===== src/rtl/pktctrl_rd_fmt.sv =====
// Capture-buffer read formatter: fetches 36-bit words with fixed read latency
// and streams them out as contiguous 18-bit half-words toward the ADC pads.
module pktctrl_rd_fmt #(
   parameter int unsigned ADDR_W     = 12,
   parameter int unsigned RD_LAT     = 2,
   parameter int unsigned FIFO_DEPTH = 4
) (
   input  logic              clk,
   input  logic              rstn,
   input  logic              rf_rd_start,
   input  logic              rf_rd_abort,
   input  logic [ADDR_W-1:0] rf_rd_base_addr,
   input  logic [ADDR_W:0]   rf_rd_len,
   input  logic              rf_rd_order,
   output logic              mem_rd_en,
   output logic [ADDR_W-1:0] mem_rd_addr,
   input  logic [35:0]       mem_rd_data,
   output logic [17:0]       adc_data,
   output logic              adc_data_valid,
   output logic              rd_busy,
   output logic              rd_done,
   output logic              rd_aborted
);

   localparam int unsigned PW = $clog2(FIFO_DEPTH);
   localparam int unsigned CW = PW + 1;
   localparam int unsigned LW = ADDR_W + 1;

   typedef enum logic [1:0] {IDLE, RUN, FLUSH} state_e;

   state_e              state_q, state_d;
   logic [ADDR_W-1:0]   base_q, base_d;
   logic [LW-1:0]       len_q, len_d;
   logic                order_q, order_d;
   logic [LW-1:0]       issued_q, issued_d;
   logic [LW-1:0]       sent_q, sent_d;
   logic                half_q, half_d;
   logic [RD_LAT-1:0]   infl_q, infl_d;
   logic [2:0]          flush_q, flush_d;
   logic [PW-1:0]       wr_q, wr_d;
   logic [PW-1:0]       rd_q, rd_d;
   logic [CW-1:0]       cnt_q, cnt_d;
   logic                en_q, en_d;
   logic [ADDR_W-1:0]   addr_q, addr_d;
   logic [17:0]         data_q, data_d;
   logic                valid_q, valid_d;
   logic                busy_q, busy_d;
   logic                done_q, done_d;
   logic                abrt_q, abrt_d;
   logic [35:0]         fifo_q [FIFO_DEPTH];
   logic                push, pop;
   logic [7:0]          outst;
   logic [35:0]         head;

   assign head = fifo_q[rd_q];

   always_comb begin
      state_d  = state_q;
      base_d   = base_q;
      len_d    = len_q;
      order_d  = order_q;
      issued_d = issued_q;
      sent_d   = sent_q;
      half_d   = half_q;
      flush_d  = flush_q;
      wr_d     = wr_q;
      rd_d     = rd_q;
      cnt_d    = cnt_q;
      addr_d   = addr_q;
      busy_d   = busy_q;
      abrt_d   = abrt_q;
      en_d     = 1'b0;
      data_d   = '0;
      valid_d  = 1'b0;
      done_d   = 1'b0;
      push     = 1'b0;
      pop      = 1'b0;
      infl_d[0] = en_q;
      for (int i = 1; i < RD_LAT; i++) infl_d[i] = infl_q[i-1];
      // Credit: words buffered plus every read not yet returned.
      outst = 8'(cnt_q) + 8'(en_q);
      for (int i = 0; i < RD_LAT; i++) outst = outst + 8'(infl_q[i]);

      unique case (state_q)
         IDLE: begin
            if (rf_rd_start) begin
               abrt_d = 1'b0;
               if (rf_rd_len != '0) begin
                  base_d   = rf_rd_base_addr;
                  len_d    = rf_rd_len;
                  order_d  = rf_rd_order;
                  en_d     = 1'b1;
                  addr_d   = rf_rd_base_addr;
                  issued_d = LW'(1);
                  sent_d   = '0;
                  half_d   = 1'b0;
                  wr_d     = '0;
                  rd_d     = '0;
                  cnt_d    = '0;
                  busy_d   = 1'b1;
                  state_d  = RUN;
               end else begin
                  done_d = 1'b1;
               end
            end
         end
         RUN: begin
            if (rf_rd_abort) begin
               cnt_d   = '0;
               wr_d    = '0;
               rd_d    = '0;
               half_d  = 1'b0;
               flush_d = '0;
               state_d = FLUSH;
            end else if (sent_q == len_q) begin
               done_d  = 1'b1;
               busy_d  = 1'b0;
               state_d = IDLE;
            end else begin
               push = infl_q[RD_LAT-1];
               if (issued_q < len_q && outst < 8'(FIFO_DEPTH)) begin
                  en_d     = 1'b1;
                  addr_d   = base_q + issued_q[ADDR_W-1:0];
                  issued_d = issued_q + LW'(1);
               end
               if (cnt_q != '0) begin
                  valid_d = 1'b1;
                  data_d  = (half_q ^ order_q) ? head[17:0] : head[35:18];
                  half_d  = ~half_q;
                  if (half_q) begin
                     pop    = 1'b1;
                     rd_d   = rd_q + PW'(1);
                     sent_d = sent_q + LW'(1);
                  end
               end
               if (push) wr_d = wr_q + PW'(1);
               cnt_d = cnt_q + CW'(push) - CW'(pop);
            end
         end
         FLUSH: begin
            if (flush_q == 3'(RD_LAT - 1)) begin
               done_d  = 1'b1;
               abrt_d  = 1'b1;
               busy_d  = 1'b0;
               state_d = IDLE;
            end else begin
               flush_d = flush_q + 3'd1;
            end
         end
         default: state_d = IDLE;
      endcase
   end

   always_ff @(posedge clk or negedge rstn) begin
      if (!rstn) begin
         state_q  <= IDLE;
         base_q   <= '0;
         len_q    <= '0;
         order_q  <= 1'b0;
         issued_q <= '0;
         sent_q   <= '0;
         half_q   <= 1'b0;
         infl_q   <= '0;
         flush_q  <= '0;
         wr_q     <= '0;
         rd_q     <= '0;
         cnt_q    <= '0;
         en_q     <= 1'b0;
         addr_q   <= '0;
         data_q   <= '0;
         valid_q  <= 1'b0;
         busy_q   <= 1'b0;
         done_q   <= 1'b0;
         abrt_q   <= 1'b0;
      end else begin
         state_q  <= state_d;
         base_q   <= base_d;
         len_q    <= len_d;
         order_q  <= order_d;
         issued_q <= issued_d;
         sent_q   <= sent_d;
         half_q   <= half_d;
         infl_q   <= infl_d;
         flush_q  <= flush_d;
         wr_q     <= wr_d;
         rd_q     <= rd_d;
         cnt_q    <= cnt_d;
         en_q     <= en_d;
         addr_q   <= addr_d;
         data_q   <= data_d;
         valid_q  <= valid_d;
         busy_q   <= busy_d;
         done_q   <= done_d;
         abrt_q   <= abrt_d;
      end
   end

   always_ff @(posedge clk) begin
      if (push) fifo_q[wr_q] <= mem_rd_data;
   end

   assign mem_rd_en      = en_q;
   assign mem_rd_addr    = addr_q;
   assign adc_data       = data_q;
   assign adc_data_valid = valid_q;
   assign rd_busy        = busy_q;
   assign rd_done        = done_q;
   assign rd_aborted     = abrt_q;

endmodule


===== config.mk =====
export PLATFORM = sky130hd
export DESIGN_NAME = pktctrl_rd_fmt
export DESIGN_NICKNAME = d
export VERILOG_FILES = /design/src/rtl/pktctrl_rd_fmt.sv
export SDC_FILE = /design/constraint.sdc
export NUM_CORES = 1
export LEC_CHECK = 0
export CAP_MARGIN = 15
export CELL_PAD_IN_SITES_DETAIL_PLACEMENT = 1
export CELL_PAD_IN_SITES_GLOBAL_PLACEMENT = 1
export CORE_MARGIN = 3
export CORE_UTILIZATION = 48
export CTS_BUF_LIST = sky130_fd_sc_hd__clkbuf_16
export CTS_CLUSTER_DIAMETER = 50
export DETAILED_ROUTE_END_ITERATION = 10
export PLACE_DENSITY_LB_ADDON = 0.1
export RECOVER_POWER = 25
export SKIP_LAST_GASP = 1
export SYNTH_ARGS = -nofsm -noshare
export SYNTH_HDL_FRONTEND = slang
export SYNTH_SLANG_ARGS = --single-unit
export TNS_END_PERCENT = 5

===== constraint.sdc =====
create_clock -name clk -period 3.2 [get_ports clk]
set_clock_uncertainty 0.1 [all_clocks]
set_input_delay 0.64 -clock clk [delete_from_list [all_inputs] [get_ports clk]]
set_output_delay 0.64 -clock clk [all_outputs]
set_load 0.05 [all_outputs]

==> Word-level counts from Yosys, hierarchy flattened <==
Memories as Yosys holds them, arrays and structs flattened.
Index checks and enable logic that the tools add are counted.
{ "op_classes": {"n_mul": 0, "n_reduce_logical": 19, "add_sub_neg": 11, "order_cmp": 2, "muxes": 90, "bitwise_logic": 2, "div_mod_pow": 0, "eq_ne": 20, "n_shift": 0} }
{ "ops": {"columns": ["operator", "count"], "rows": [
  ["$mux W13", 11],
  ["$mux W18", 5],
  ["$mux W12", 5],
  ["$pmux W13 S2", 2],
  ["$mux W1", 36],
  ["$mux W2", 14],
  ["$add A13 B1 Y13 const B", 2],
  ["$pmux W12 S2", 1],
  ["$ne A2 B2 Y1 const B", 11],
  ["$mux W3", 6],
  ["$reduce_and A6 Y1", 3],
  ["$ne A3 B3 Y1 const B", 5],
  ["$eq A13 B13 Y1", 1],
  ["$lt A13 B13 Y1", 1],
  ["$reduce_bool A13 Y1", 1],
  ["$add A12 B12 Y12", 1],
  ["$pmux W3 S2", 2],
  ["$reduce_and A5 Y1", 2],
  ["$reduce_and A3 Y1", 3],
  ["$pmux W2 S2", 2],
  ["$reduce_and A4 Y1", 2],
  ["$reduce_and A7 Y1", 1],
  ["$add A5 B1 Y6", 1],
  ["$lt A6 B3 Y1 const B", 1],
  ["other kinds (18)", 25]
]} }
{ "word_totals": {"elab_cells": 164, "memories": 1, "latch_bits": 0, "ff_bits": 102, "mem_bits_ro": 0, "inputBits": 66, "mem_bits_rw": 144} }
{ "mem_list": {"columns": ["name", "depth", "word_bits", "read_ports", "rd_clocked_by_memory_dff", "wr", "line", "source"], "rows": [
  ["fifo_q", 4, 36, 1, 0, 1, "50", "logic [35:0] fifo_q [FIFO_DEPTH];"]
]} }

==> Longest topological paths before layout <==
{ "depth": {"word_depth": 9, "mapped_depth": 13, "mapped_depth_nobuf": 13} }

==> Worst setup path after synthesis <==
OpenSTA, ideal clock, no wires.
{ "synth_path": {"path_type": "reg-to-reg", "from": "register en_q, in the netlist mem_rd_en", "to": "register issued_q[3]", "path_buffers": 1, "setup_time_ps": 76, "stages_incl_launch_ff": 11, "synth_period_minus_slack_ps": 2825, "path_slack_ps": 375, "arrival_time_ps": 2649, "cell_sequence": "dfrtp_1 > fa_1 > ha_1 > a2111oi_0 > nand2_1 > a211oi_2 > o21a_2 > a21oi_2 > buf_6 > or4_1 > o21ai_1"} }
{ "synth_via": {"elab_chain_len": 7} }
{ "synth_rtl": {"columns": ["item", "line", "source"], "rows": [
  ["start, declared", "43", "logic en_q, en_d;"],
  ["start signal, assigned", "188", "en_q <= en_d;"],
  ["$add A3 B1 Y4", "81", "outst = 8'(cnt_q) + 8'(en_q);"],
  ["$add A4 B1 Y5", "82", "for (int i = 0; i < RD_LAT; i++) outst = outst + 8'(infl_q[i]);"],
  ["$add A5 B1 Y6", "82", null],
  ["$lt A6 B3 Y1", "121", "if (issued_q < len_q && outst < 8'(FIFO_DEPTH)) begin"],
  ["$logic_and A1 B1 Y1", "121", null],
  ["$ne A2 B2 Y1 (no line)", null, null],
  ["$reduce_and A6 Y1 (no line)", null, null],
  ["end signal, assigned", "180", "issued_q <= issued_d;"],
  ["end, declared", "35", "logic [LW-1:0] issued_q, issued_d;"]
]} }
Every way passes these cells.
A chain may end at the register's enable or synchronous reset.

==> Final worst setup path <==
{ "layout_path": {"from": "register en_q, in the netlist mem_rd_en", "to": "register issued_q[4]"} }
Same word-level chain as after synthesis.

==> impl_results.md <==
- Outcome: complete, but fails checks
- Failing checks: capacitance limit, slew limit
- RSZ-0062 raised after global routing: true
- Maxcap violations: 1
- I/O pin count: 101
- Flops & latches, synth: 246
- Clock sink count: 246
- Peak supply drop: 0.5295 mV
- Total Power: 11.02 mW
- Die X: 157.7 um
- Achievable frequency: 333.8 MHz
- Htree depth: 1
- Tcrit/Tclk final: 93.62%
- Critical path buffers and inverters: 1
- Slew margin rel.: -2.547%
- TritonCTS clock tree: yes
- Gp weighted congestion: 0.8136
- Worst-skew pair later-pin latency: 0.55 ns
- Cell count after synthesis: 813
- Core Region: 0.02223 mm^2
- Area grow syn2layout: 22.43%
- Crit path arrival time: 3.37 ns
- Setup CP Type: reg2reg
- Synth cell types: 57
- CP max stage delay: 0.45 ns
- GR Util All Layers: 23.02%
- Final wirelength: 28.02 mm
- Final hold vios: 0
- Initial core utilization: 49.66%
- Pin count of the biggest net entering global routing: 55
- Wirelength per Cell: 22.58 um
- N_diodes: 0
- CP Max Fanout: 22
- PwrDens: 815.2 mW/mm^2
- Hold Worst Slack: 0.3174 ns
- Post_cts resized: 0
- Ys Warns: 0
- CP cell instances: fa_1 -> ha_1 -> a2111oi_0 -> nand2_1 -> a211oi_2 -> o21a_2 -> a21oi_2 -> buf_4 -> or3_1 -> a21oi_1
- Final HPWL DP: 18.25 mm
- Area share of the largest cell type after synthesis: 39.17%
- Fraction of final layout cells sized beyond drive strength 1: 14.88%
- Clock transition at the registers of the reported paths: 0.06 ns
- Largest cells by area after synthesis: edfxtp_1 (39%), dfrtp_1 (23%), mux4_2 (7.3%)
- Synthesized cell area: 0.01104 mm^2
- Synth area leader: edfxtp_1
- Commonest non-fill, non-tap cells in the layout: edfxtp_1 (144), dfrtp_1 (101), nand2_1 (88)
- CTS root buf: clkbuf_16
- Final setup TNS: 0 ns
- Async set-reset flop share out of synthesis: 41.46%
- First-pass DRT Iterations: 7
- Hold crit path type: reg2reg
- Max Root-Sink Buffers: 3
- Total CTS buffers: 29
- DRC viols: 0
- Seq/Total Area, Yosys: 62.29%
- GRT Residual Overflow: 0
- P_leak: 5.196 nW
- DR iter-0 viols: 413
- IO buf count: 100
- Cts hold-fix bufs: 0
- Die ar.: 0.02485 mm^2
- DR vias: 7220
- Tmin final: 2.996 ns
- Delay-heaviest family, CP: compound AO/OA/AOI/OAI gates
- Startpoint Class: flop
- First-pass GRT wire length: 44.70 mm
- Slew Viols, Final: 54
- Die Y: 157.7 um
- Syn Nets: 920
- Most common cell after layout, fill and taps aside: edfxtp_1
- Vias in the first global route: 8067
- Postcts setup bufs: 0
- Vias per cell: 5.818
- ANT nets after route: 0
- Data required, critical path: 3.57 ns
- Critical Path End Type: flop
- Row count: 54
- Setup-failing EPs final: 0
- Post-synth EDFFs: 144
- Initial antenna violation count: 3
- Least-Margin Pin Slew: 1.538 ns
- Slowest cell on crit path: fa_1
- Nets: 1045
- Syn Area/Cell: 13.58 um^2
- Ys flop type: edfxtp_1
synthesized netlist by cell type (2+ instances only):
cell,count
nand2_1,88
a21o_1,5
xnor2_1,20
mux2_2,26
mux2i_1,12
o31ai_1,13
xor2_1,5
a22oi_1,3
nand2b_1,5
nor2_2,2
or3_1,8
and3_1,9
o21ai_0,35
dfrtp_1,102
a21oi_1,58
o21ai_1,4
a31oi_1,5
nor3_1,8
clkbuf_1,14
a31o_2,2
buf_1,4
buf_2,8
nand4_1,9
nand3_1,21
o41ai_1,3
nor4_1,3
and2_1,4
or4_1,12
ha_1,38
inv_1,39
mux4_2,36
nor2b_1,7
o21a_1,2
edfxtp_1,144
nor2_1,34
buf_4,2
fa_1,3
cell families after synthesis:
logic type      count (synthesis)  synth area share, %
xor+xnor                       25                1.983
flops                         246                62.29
buf+inv                        68                2.539
mux                            74                11.08
compound gates                145                8.013
fa+ha+maj                      41                4.851
simple gates                  214                9.237
layout make-up:
cell class	instances	area, um^2
Multi-Input combinational cell	499	3887
Inverter	39	146.4
Timing Repair Buffer	123	1244
Clock inverter	24	259.0
Sequential cell	246	6878
Clock buffer	30	750.7
Fill cell	2142	8713
Tap cell	280	350.3
worst register-to-register path: stages, from the launching register on:
cell and delay [ns]:
dfrtp_1 0.44, fa_1 0.45, ha_1 0.20, a2111oi_0 0.29
nand2_1 0.13, a211oi_2 0.21, o21a_2 0.21, a21oi_2 0.12
buf_4 0.26, or3_1 0.36, a21oi_1 0.15
flip-flops by register name, indices dropped and copies added (netlist names), 12 cells and up:
signal and count:
fifo_q 144, sent_q 13, base_q 12, mem_rd_addr 12, adc_data 18, issued_q 13
len_q 13
layer usage:
| metal | part of all wire [%] | routed length (um) | track usage (%) |
|---|---|---|---|
| met1 | 42 | 11820 | 29.09 |
| met5 | 0.12 | 34 | 0 |
| met3 | 3.7 | 1039 | 3.745 |
| met2 | 52 | 14540 | 41.71 |
| met4 | 2.1 | 588 | 5.455 |
where the power goes:
part	internal, mW	total (mW)	switching [mW]
Sequential	3.81	4.24	0.430
Combinational	1.31	3.34	2.03
Clock	2.11	3.43	1.32
Total	7.24	11.0	3.78
through the flow:
step,utilization [%],std cells,setup slack [ns],instance area [um^2]
global route,60.80,1241,-0.01774,13520
CTS,60.79,1241,0.1652,13510
finish,60.80,1241,0.2042,13520
global placement,56.25,1187,0.1922,12500
detailed placement,56.25,1187,0.06896,12500
floorplan,-,813,0.3749,11040
worst paths after layout:
kind | from | to | slack (ns) | cells past startpoint
min in group asynchronous | rstn | rd_busy | 0.36 | 1
max in group asynchronous | rstn | rd_q[0] | 1.62 | 1
max reg2reg | mem_rd_en | issued_q[4] | 0.20 | 10
max | mem_rd_en | issued_q[4] | 0.20 | 10
min | infl_q[0] | infl_q[1] | 0.32 | 0
min reg2reg | infl_q[0] | infl_q[1] | 0.32 | 0
Note: power is estimated with default switching activity, not from simulation.
